[config.mk]
export PLATFORM = sky130hd
export DESIGN_NAME = z3_master_cycle
export DESIGN_NICKNAME = d
export VERILOG_FILES = /design/src/rtl/z3_master_cycle.sv
export SDC_FILE = /design/constraint.sdc
export NUM_CORES = 1
export LEC_CHECK = 0
export BUFFER_PORTS_ARGS = -buffer_cell sky130_fd_sc_hd__buf_4
export CAP_MARGIN = 20
export CORE_MARGIN = 4
export CORE_UTILIZATION = 48
export DETAILED_ROUTE_END_ITERATION = 10
export PLACE_DENSITY = 0.8
export SYNTH_ARGS = -nofsm -noshare
export SYNTH_HDL_FRONTEND = slang
export SYNTH_SLANG_ARGS = --single-unit
[constraint.sdc]
create_clock -name CLK -period 1.7 [get_ports CLK]
set_input_delay 0 -clock CLK [delete_from_list [all_inputs] [get_ports CLK]]
set_output_delay 0 -clock CLK [all_outputs]
set_load 0.02 [all_outputs]
[src/rtl/z3_master_cycle.sv]
// Zorro III bus-master cycle sequencer: arbitrates for the bus, runs DMA transfers, releases on last/error/tenure limit.
// Optional DATA-phase timeout is compiled in when the macro Z3M_TIMEOUT_EN is defined.
module z3_master_cycle #(
    parameter int unsigned MAX_TENURE = 16,
    parameter int unsigned TIMEOUT    = 255
) (
    input  logic       CLK,
    input  logic       RST,
    input  logic       dma_req,
    input  logic       dma_read,
    input  logic [3:0] dma_be,
    input  logic       dma_last,
    output logic       dma_ack,
    output logic       dma_err,
    output logic       SBR_n,
    input  logic       SBG_n,
    input  logic       DTACK_n,
    input  logic       BERR_n,
    output logic       MASTER,
    output logic       FCS_n_out,
    output logic [3:0] DS_n_out,
    output logic       READ_out
);
    localparam int unsigned TW = $clog2(MAX_TENURE + 1);
    localparam logic [TW-1:0] TEN_MAX = TW'(MAX_TENURE);

    if (TIMEOUT == 0 || TIMEOUT > 255) begin : g_bad_timeout
        $error("TIMEOUT must fit the 8-bit DATA counter");
    end

    typedef enum logic [2:0] {IDLE, ARB, OWN, ADDR, DATA, TERM, RELEASE} state_t;
    state_t state, state_nx;

    logic [1:0]    sbg_sync, dtack_sync, berr_sync;
    logic          sbg, dtack, berr;
    logic          rd_lat, last_lat, err_lat;
    logic [3:0]    be_lat;
    logic [TW-1:0] tenure;
    logic          tmo_hit;

    logic          sbr_nx, master_nx, fcs_nx, read_nx, ack_nx, err_nx;
    logic [3:0]    ds_nx;

    assign sbg   = sbg_sync[1];
    assign dtack = dtack_sync[1];
    assign berr  = berr_sync[1];

    always_ff @(posedge CLK) begin
        if (RST) begin
            sbg_sync   <= '1;
            dtack_sync <= '1;
            berr_sync  <= '1;
            state      <= IDLE;
            SBR_n      <= 1'b1;
            MASTER     <= 1'b0;
            FCS_n_out  <= 1'b1;
            DS_n_out   <= '1;
            READ_out   <= 1'b1;
            dma_ack    <= 1'b0;
            dma_err    <= 1'b0;
            rd_lat     <= 1'b1;
            be_lat     <= '0;
            last_lat   <= 1'b0;
            err_lat    <= 1'b0;
            tenure     <= '0;
        end else begin
            sbg_sync   <= {sbg_sync[0], SBG_n};
            dtack_sync <= {dtack_sync[0], DTACK_n};
            berr_sync  <= {berr_sync[0], BERR_n};
            state      <= state_nx;
            SBR_n      <= sbr_nx;
            MASTER     <= master_nx;
            FCS_n_out  <= fcs_nx;
            DS_n_out   <= ds_nx;
            READ_out   <= read_nx;
            dma_ack    <= ack_nx;
            dma_err    <= err_nx;
            if (state_nx == OWN) begin
                rd_lat   <= dma_read;
                be_lat   <= dma_be;
                last_lat <= dma_last;
            end
            if (ack_nx)
                err_lat <= err_nx;
            if (state == RELEASE)
                tenure <= '0;
            else if (ack_nx)
                tenure <= tenure + TW'(1);
        end
    end

`ifdef Z3M_TIMEOUT_EN
    logic [7:0] tmo_cnt;

    always_ff @(posedge CLK) begin
        if (RST || state != DATA)
            tmo_cnt <= '0;
        else
            tmo_cnt <= tmo_cnt + 8'd1;
    end

    // Decision one count early so the ack lands TIMEOUT edges after DATA entry.
    assign tmo_hit = (state == DATA) && (tmo_cnt == 8'(TIMEOUT - 1));
`else
    assign tmo_hit = 1'b0;
`endif

    always_comb begin
        state_nx = state;
        case (state)
            IDLE:    if (dma_req) state_nx = ARB;
            ARB:     if (!dma_req) state_nx = IDLE;
                     else if (!sbg && dtack) state_nx = OWN;
            OWN:     state_nx = ADDR;
            ADDR:    state_nx = DATA;
            DATA:    if (!berr || !dtack || tmo_hit) state_nx = TERM;
            TERM:    if (dtack && berr) begin
                         if (dma_req && !last_lat && !err_lat && tenure < TEN_MAX)
                             state_nx = OWN;
                         else
                             state_nx = RELEASE;
                     end
            RELEASE: state_nx = IDLE;
            default: state_nx = IDLE;
        endcase
    end

    // Outputs are decoded from the state being entered so they can be registered.
    always_comb begin
        sbr_nx    = 1'b1;
        master_nx = 1'b0;
        fcs_nx    = 1'b1;
        ds_nx     = '1;
        read_nx   = 1'b1;
        ack_nx    = 1'b0;
        err_nx    = 1'b0;
        case (state_nx)
            ARB:  sbr_nx = 1'b0;
            OWN: begin
                master_nx = 1'b1;
                read_nx   = dma_read;
            end
            ADDR: begin
                master_nx = 1'b1;
                fcs_nx    = 1'b0;
                read_nx   = rd_lat;
            end
            DATA: begin
                master_nx = 1'b1;
                fcs_nx    = 1'b0;
                read_nx   = rd_lat;
                // Writes hold DS off for the first DATA cycle (FCS low two cycles first).
                if (rd_lat || state == DATA)
                    ds_nx = ~be_lat;
            end
            TERM: begin
                master_nx = 1'b1;
                read_nx   = rd_lat;
                if (state == DATA) begin
                    ack_nx = 1'b1;
                    err_nx = !berr || (dtack && tmo_hit);
                end
            end
            default: ;
        endcase
    end
endmodule

; Word-level counts from Yosys, hierarchy flattened
; Index checks and enable logic that the tools add are counted.
; W data, S select, Z words.
[word_totals]
out_inout_bits = 10
reg_bits = 31
in_bits = 12
[op_classes]
order_cmp = 1
bitwise = 3
n_eq_ne = 11
addsub = 1
mux = 15
reduce_logical = 18
[ops]
columns = operator, count
row1 = $mux W3, 6
row2 = $pmux W3 S6, 1
row3 = $eq A3 B3 Y1 const B, 5
row4 = $eq A3 B2 Y1 const B, 4
row5 = $mux W1, 7
row6 = $eq A3 B1 Y1 const B, 2
row7 = $reduce_or A3 Y1, 2
row8 = $add A5 B1 Y5 const B, 1
row9 = $logic_and A1 B1 Y1, 5
row10 = $logic_not A1 Y1, 5
row11 = $lt A5 B5 Y1 const B, 1
row12 = $not A4 Y4, 1
row13 = $reduce_or A2 Y1, 2
row14 = $reduce_or A4 Y1, 1
row15 = $logic_not A3 Y1, 1
row16 = $logic_or A1 B1 Y1, 2
row17 = $not A1 Y1, 2
row18 = $pmux W1 S2, 1

; Logic depth before layout (Yosys ltp)
; Gate-level depths: netlist of the first run.
[depth]
ltp_word = 10
depth_mapped = 7
depth_no_buf = 6

; Worst setup path before layout of the first run
; Ideal clock, no wire load.
[synth_timing]
path_kind = reg2reg
start = reg state[0]
end = reg READ_out
setup_ns = 0.082
period_less_slack_ns = 1.763
setup_slack_ns = -0.063
arrival_ns = 1.681
path_stages_with_launch = 8
path_cell_list = dfxtp_1 buf_2 or3b_1 o31ai_2 a21oi_1 ha_1 or3_1 o2111ai_1
[synth_via]
elab_chain_len = 6
[synth_rtl]
columns = element, line_no
row1 = "start, declared", 32  ; state_t state, state_nx;
row2 = "start signal, assigned", 70  ; state <= state_nx;
row3 = $mux W3, 113  ; else if (!sbg && dtack) state_nx = OWN;
row4 = $mux W3, 112  ; ARB: if (!dma_req) state_nx = IDLE;
row5 = $pmux W3 S6 (*), 110  ; case (state)
row6 = $eq A3 B3 Y1 or $eq A3 B2 Y1 (tied branches), 137  ; case (state_nx)
row7 = $reduce_or A3 Y1 (no source line), --
row8 = $pmux W1 S2 (*), 137
row9 = "end signal, assigned", 75  ; READ_out <= read_nx;
row10 = "end, declared", 22  ; output logic READ_out
; Mark *: on every way between the ends. The rest lies on a longest branch, timed or not.
; A chain may end at the register's enable or synchronous reset.

; Worst setup path after layout of the first run
[layout_timing]
start = reg last_lat
end = reg READ_out
[layout_via]
elab_chain_len = 10
[layout_rtl]
columns = element, line_no
row1 = "start, declared", 36  ; logic rd_lat, last_lat, err_lat;
row2 = "start signal, assigned", 81  ; last_lat <= dma_last;
row3 = $logic_not A1 Y1 (*), 118  ; if (dma_req && !last_lat && !err_lat && tenure < TEN_MAX)
row4 = $logic_and A1 B1 Y1 (*) (3 in series), 118
row5 = $mux W3 (*), 118
row6 = $mux W3 (*), 117  ; TERM: if (dtack && berr) begin
row7 = $pmux W3 S6 (*), 110
row8 = named net state_nx[2], 32
row9 = $eq A3 B3 Y1 or $eq A3 B2 Y1 (tied branches), 137
row10 = $reduce_or A3 Y1 (no source line), --
row11 = $pmux W1 S2 (*), 137
; The timed path passes the listed nets; every way through them passes the cells marked *.

==> run summary, run 1 <==
* 0.0461 — met3 usage
* 1.65 ns — Tmin final
* register — critical path launch point type
* 5 — iteration count of the initial detailed-routing pass
* 0.879 — placer congestion estimate
* sky130_fd_sc_hd__clkbuf_4 — root cell of the clock tree
* 0.661 — worst slew margin relative to its limit
* sky130_fd_sc_hd__dfxtp_1 — top cell type by total area after synthesis
* 44.1% — Layout Area Growth over Synthesis
* register to register — critical path class
* 0.191 — GR met1 Demand/Resource
* 1153 — via total after detailed routing
* 0 — fin. max-slew vios
* 130 — gate count after technology mapping
* 17 — largest net degree at the start of global routing
* 606 µV — Max IR drop VDD
* 3 — instance count along the most critical hold path
* 0.00421 ns — final clock skew
* sky130_fd_sc_hd__dfxtp_1 — ys flop type
* 0 — remaining antenna violation count after routing
* 607 MHz — highest clock rate
* 0.339 — grt met2 use
* 5 — number of buffers added by the clock tree synthesis step
* 144 — syn nets
* 0.722 — utilization of the core after routing
* 2 — largest fanout of any net on the critical path
* 0 — Diodes inserted
* 0.09 ns — clock edge transition at the registers on the reported setup and hold paths
* 1240 µm² — netlist area before placement
* 0.509 ns — pin slew with the least headroom to its limit
* 0 — reported max-cap violation count
* 1930 µm — Detail Placement HPWL
* 3460 µm² — Die ar.
* 0.708 nW — P_leak
* 0 — synth warn
* 0.32 ns — worst-skew pair later-pin latency
* 31 — total of flip-flops plus latches after synthesis
* 0 — total global routing overflow
* 2920 µm — aggregate routed wire length
* 0 — number of remaining DRC errors
* done — CTS tree
* 0 — number of flops mapped to enable cells by yosys
* 58.9 µm — vertical extent of the die
* 9.55 µm² — syn avg cell area
* 28 — initial DRC count
* 58.9 µm — x dimension of the die
* 0 — initial antenna violation count
* 193 — number of nets in the finished design
* 2 — H-tree level count
* 1.94 ns — CP Data Required Time
* 36 — number of library cell types mapped by synthesis
* 31 — clock net sink count
* 0.00127 W — total power consumption of the routed design
* met2 — global route hottest layer
* no — unrepaired setup endpoints after global routing
* 0 ns — Total Neg Setup Slack
* 13.9 µm — detailed-route wire length per cell
* 709 nW/µm² — Power Dens Cells
* 0.182 — total global-route track usage
* finished, final reports clean — result of the run
* 0.367 — layout cells sized above 1
* 186 — Placed Cells
* 0.501 — initial core utilization
* 0.500 — fraction of post-synthesis cell area in the top cell type by area
* 0.500 — sequential element share of the synthesized area
* 0 — number of failing setup endpoints in the final timing report
* 0 — Async S/R FF share, synth
* register — capturing element type of the critical path
* 0 — Final Hold Violating Endpoints
* 0.968 — post-route fraction of the period consumed by the critical path
* 1152 — vias in the first global route
* 18 — floorplan row count
* 2480 µm² — Core Box Area
* sky130_fd_sc_hd__dfxtp_1 (50%), sky130_fd_sc_hd__nand2_1 (6.0%), sky130_fd_sc_hd__mux2i_1 (4.0%), sky130_fd_sc_hd__nor2_1 (3.0%), sky130_fd_sc_hd__or2_2 (3.0%) — ranking of synthesized cells by area
* 21 — total of buffers placed on input and output ports
* input port to register — worst min path class
* 4750 µm — global-route wire length before repair
* 6 — count of cells along the worst register-to-register path
* 5.49 — vias per cell
* 1.89 ns — Critical Path AT
* 210 — final cell count without fillers
* 2 — largest buffer count on any clock path
* 22 — Top Ports
==> layer usage <==
layer | wire length [µm] | share of wire
met3 | 174 | 0.060
met2 | 1540 | 0.53
met4 | 31 | 0.011
met1 | 1170 | 0.40
met5 | 0 | 0
==> path summary, 6_finish.rpt <==
kind | startpoint | endpoint | slack (ns)
hold reg to reg | be_lat[3] | DS_n_out[3] | 0.39
setup reg to reg | last_lat | READ_out | 0.05
hold / removal | dma_read | READ_out | 0.05
setup / recovery | last_lat | READ_out | 0.05
==> cell usage in the layout, fill, tap and decap left out, types with 2 or more instances in the layout <==
cell                            netlist  final
sky130_fd_sc_hd__and2_1               3      3
sky130_fd_sc_hd__o21a_1               2      2
sky130_fd_sc_hd__nand4_1              2      2
sky130_fd_sc_hd__nand3_1              4      4
sky130_fd_sc_hd__inv_1                2      2
sky130_fd_sc_hd__or3_1                4      2
sky130_fd_sc_hd__mux2i_1              5      5
sky130_fd_sc_hd__nand4b_1             2      2
sky130_fd_sc_hd__clkbuf_4             0      5
sky130_fd_sc_hd__nor2_1              10      8
sky130_fd_sc_hd__or2_2                6      6
sky130_fd_sc_hd__dlygate4sd3_1        0     12
sky130_fd_sc_hd__nand2_1             20     20
sky130_fd_sc_hd__nor2b_1              3      3
sky130_fd_sc_hd__o31ai_1              2      2
sky130_fd_sc_hd__xor2_1               4      4
sky130_fd_sc_hd__dfxtp_1             31     26
sky130_fd_sc_hd__a21oi_1              5      4
sky130_fd_sc_hd__or3_4                0      2
sky130_fd_sc_hd__nor2_4               0      2
sky130_fd_sc_hd__dfxtp_2              0      5
sky130_fd_sc_hd__clkbuf_1             2      2
sky130_fd_sc_hd__buf_4                0     33
==> power breakdown <==
part | switching, W | internal (W)
combinational | 0.0000552 | 0.0000696
sequential | 0.00000688 | 0.000738
clock | 0.000237 | 0.000161
==> cells in the mapped netlist, drive strengths merged, types with 3 or more instances <==
cell,count
nand3,4
nor2b,3
and2,3
buf,3
mux2i,5
or3,4
nor2,10
or2,6
nand2,20
o31ai,3
dfxtp,31
xor2,4
a21oi,5
==> sequential cells by signal, summed over array words and instances (netlist names) <==
register / cells
dma_ack: 1
rd_lat: 1
dtack_sync: 2
state: 3
dma_err: 1
tenure: 5
berr_sync: 2
err_lat: 1
FCS_n_out: 1
sbg_sync: 2
READ_out: 1
SBR_n: 1
last_lat: 1
be_lat: 4
DS_n_out: 4
MASTER: 1
==> final cells by class <==
class	count	area, µm²
clock inverter	1	5.00
clock buffer	7	45.0
inverter	2	7.51
multi-input combinational	92	667
timing repair buffer	47	399
sequential	31	627
tap	30	37.5
fill	191	689
==> cells by family (layout without fill, tap and decap cells) <==
logic type | after synthesis | count (layout) | share of synthesized area
simple gates | 62 | 62 | 0.262
flops | 31 | 31 | 0.500
compound gates | 19 | 19 | 0.125
buf+inv | 7 | 57 | 0.0242
mux | 5 | 5 | 0.0403
xor+xnor | 4 | 4 | 0.0282
fa+ha+maj | 2 | 2 | 0.0202
==> through the flow <==
| step | area [µm²] | hold WS, ns | setup slack, ns |
|---|---|---|---|
| global route | 1790 | 0.0635 | 0.00366 |
| detailed placement | 1520 | 0.188 | 0.00450 |
| CTS | 1710 | 0.00530 | 0.0150 |
| floorplan | 1260 | 0.104 | 0.0167 |
| global placement | 1520 | 0.186 | 0.0788 |
| finish | 1790 | 0.0489 | 0.0539 |
==> worst max-delay path, cell delays in order (launching register included) <==
cell and delay, ns:
sky130_fd_sc_hd__dfxtp_1 0.32, sky130_fd_sc_hd__or3_4 0.42, sky130_fd_sc_hd__nor2_4 0.11, sky130_fd_sc_hd__o22ai_4 0.08, sky130_fd_sc_hd__ha_2 0.19, sky130_fd_sc_hd__or3_4 0.36, sky130_fd_sc_hd__o2111ai_2 0.09
==> what timing repair did <==
action                                  CTS  global route
hold buffers                             12             0
endpoints found under the setup margin    1             6
resized for setup                         3            15
pin swaps                                 2             6
hold endpoints to repair                 17             0
setup buffers                             1             3
No activity file was read; power rests on OpenSTA's default activity.
==> inputs of run 2 (changes only) <==
- CELL_PAD_IN_SITES_DETAIL_PLACEMENT: unset -> 2
- CELL_PAD_IN_SITES_GLOBAL_PLACEMENT: unset -> 2
- CORE_UTILIZATION: 48 -> 30
==> run 2 against run 1 <==
- the flow now finishes with violations (setup timing)
- critical endpoint unchanged
- wire length grew 70%
- highest routed layer unchanged
- worst setup slack got worse by 0.15 ns
- non-clock buffer count is 3 lower
- clock skew grew 0.0039 ns
- via count decreased by 1.1%
- clock-buffer cell count shrank 1
==> run summary, run 2 (synthesis gave the netlist of run 1 again) <==
* 7120 µm — global-route wire length before repair
* 627 µm² — Register Area
* 0 — number of remaining DRC errors
* 1140 — via total after detailed routing
* 0.00814 ns — final clock skew
* tenure — Biggest register
* 72.3 µm — vertical extent of the die
* 0.184 — total global-route track usage
* 888 nW/µm² — Power Dens Cells
* yes — unrepaired setup endpoints after global routing
* 5 — number of buffers added by the clock tree synthesis step
* register to register — critical path class
* 5230 µm² — Die ar.
* 415 — fillcell total
* 2630 µm — Detail Placement HPWL
* 3 — instance count along the most critical hold path
* 0.549 ns — pin slew with the least headroom to its limit
* 1.79 ns — Tmin final
* setup timing — violations in the final reports
* -0.0716 ns — DP Worst Slack
* 22 — Top Ports
* 1.91 ns — CP Data Required Time
* 5 — number of flip-flops in the largest register
* 4970 µm — aggregate routed wire length
* 0.634 — worst slew margin relative to its limit
* 1.06 — post-route fraction of the period consumed by the critical path
* -0.0946 ns — worst path setup slack after routing
* sky130_fd_sc_hd__buf_4 (32), sky130_fd_sc_hd__dfxtp_1 (26), sky130_fd_sc_hd__nand2_1 (20) — most used cells in the layout excluding fill and tap cells
* 4 — iteration count of the initial detailed-routing pass
* 1530 µm² — area of placed instances
* 0.41 ns — worst stage delay on the critical path
* 31 — clock net sink count
* 0.00165 W — total power consumption of the routed design
* 0 — Diodes inserted
* 21.9 µm — detailed-route wire length per cell
* done — CTS tree
* 0.07 ns — clock edge transition at the registers on the reported setup and hold paths
* input port to register — worst min path class
* 6 — count of cells along the worst register-to-register path
* 518 µV — Max IR drop VDD
* 0 — total global routing overflow
* or3_4, nor2_2, o22ai_2, ha_2, or3_4, o2111ai_2 — critical path, cell by cell
* 0 — Final Hold Violating Endpoints
* 17 — largest net degree at the start of global routing
* 21 — total of buffers placed on input and output ports
* 0 — remaining antenna violation count after routing
* 557 MHz — highest clock rate
* sky130_fd_sc_hd__or3_4 — cell repeated most along the worst path
* 0.310 — initial core utilization
* 3 — largest fanout of any net on the critical path
* 0 — fin. max-slew vios
* 2.01 ns — Critical Path AT
* 80 — initial DRC count
* sky130_fd_sc_hd__buf_4 — most frequent standard cell in the layout excluding fill and tap cells
* sky130_fd_sc_hd__clkbuf_8 — root cell of the clock tree
* 23 — floorplan row count
* 190 — number of nets in the finished design
* 2 — H-tree level count
* register — critical path launch point type
* 0.390 — layout cells sized above 1
* 667 µm² — footprint of the multi-input gates
* 5.02 — vias per cell
* register — capturing element type of the critical path
* 72.3 µm — x dimension of the die
* complete, but fails checks — result of the run
* 4000 µm² — Core Box Area
* tenure (5), DS_n_out (4), be_lat (4) — largest registers in the final layout
* 2 — largest buffer count on any clock path
* 0.794 — placer congestion estimate
* 1274 — vias in the first global route
* 0.734 nW — P_leak
* sky130_fd_sc_hd__or3_4 — Critical Path Slowest Stage Cell
* 0 — initial antenna violation count
* 0 — reported max-cap violation count
* -0.0946 ns — Total Neg Setup Slack
* 1 — number of failing setup endpoints in the final timing report
* 1860 µm² — Finished Cell Area
* 0.29 ns — worst-skew pair later-pin latency
* 50.1% — Layout Area Growth over Synthesis
==> run 2: stage by stage <==
step	util	hold slack, ns	instances
2_1_floorplan	-	0.104	130
3_3_place_gp	0.382	0.184	204
3_5_place_dp	0.382	0.191	204
4_1_cts	0.444	0.0718	222
5_1_grt	0.466	0.139	227
6_report	0.466	0.137	227
==> run 2: power by group <==
group,internal [W],switching [W]
registers,0.000739,0.00000909
clock network,0.000474,0.000299
logic,0.0000664,0.0000657
total,0.00128,0.000374
==> run 2: area by class of cell <==
class | count | share of cell area
Clock buffer | 6 | 0.0443
Clock inverter | 2 | 0.0188
Inverter | 2 | 0.00403
Multi-Input combinational cell | 92 | 0.358
Sequential cell | 31 | 0.336
Tap cell | 50 | 0.0336
Timing Repair Buffer | 44 | 0.205
==> run 2: worst paths after layout <==
path / startpoint / end / slack, ns
max: last_lat / READ_out / -0.09
min: dma_read / rd_lat / 0.14
max reg2reg: last_lat / READ_out / -0.09
min reg2reg: be_lat[1] / DS_n_out[1] / 0.40
==> run 2: critical path: cells and delay by family (launching register included) <==
kind,cells,cell delay (ns)
simple gates,3,0.93
flops,1,0.32
fa+ha+maj,1,0.23
compound gates,2,0.22
==> run 2: metal layers <==
layer	vias up	GRT usage	routed length, µm
li1	540	-	-
met1	574	0.214	2070
met2	20	0.327	2710
met3	6	0.0471	126
met4	0	0.0585	58
met5	-	0	0
==> run 2: repair_timing <==
action	4_1_cts	5_1_grt
gates resized for setup	7	11
pin swaps	3	7
endpoints found under the setup margin	5	18
endpoints found under the hold margin	13	0
hold buffers	9	0
setup buffers	1	5
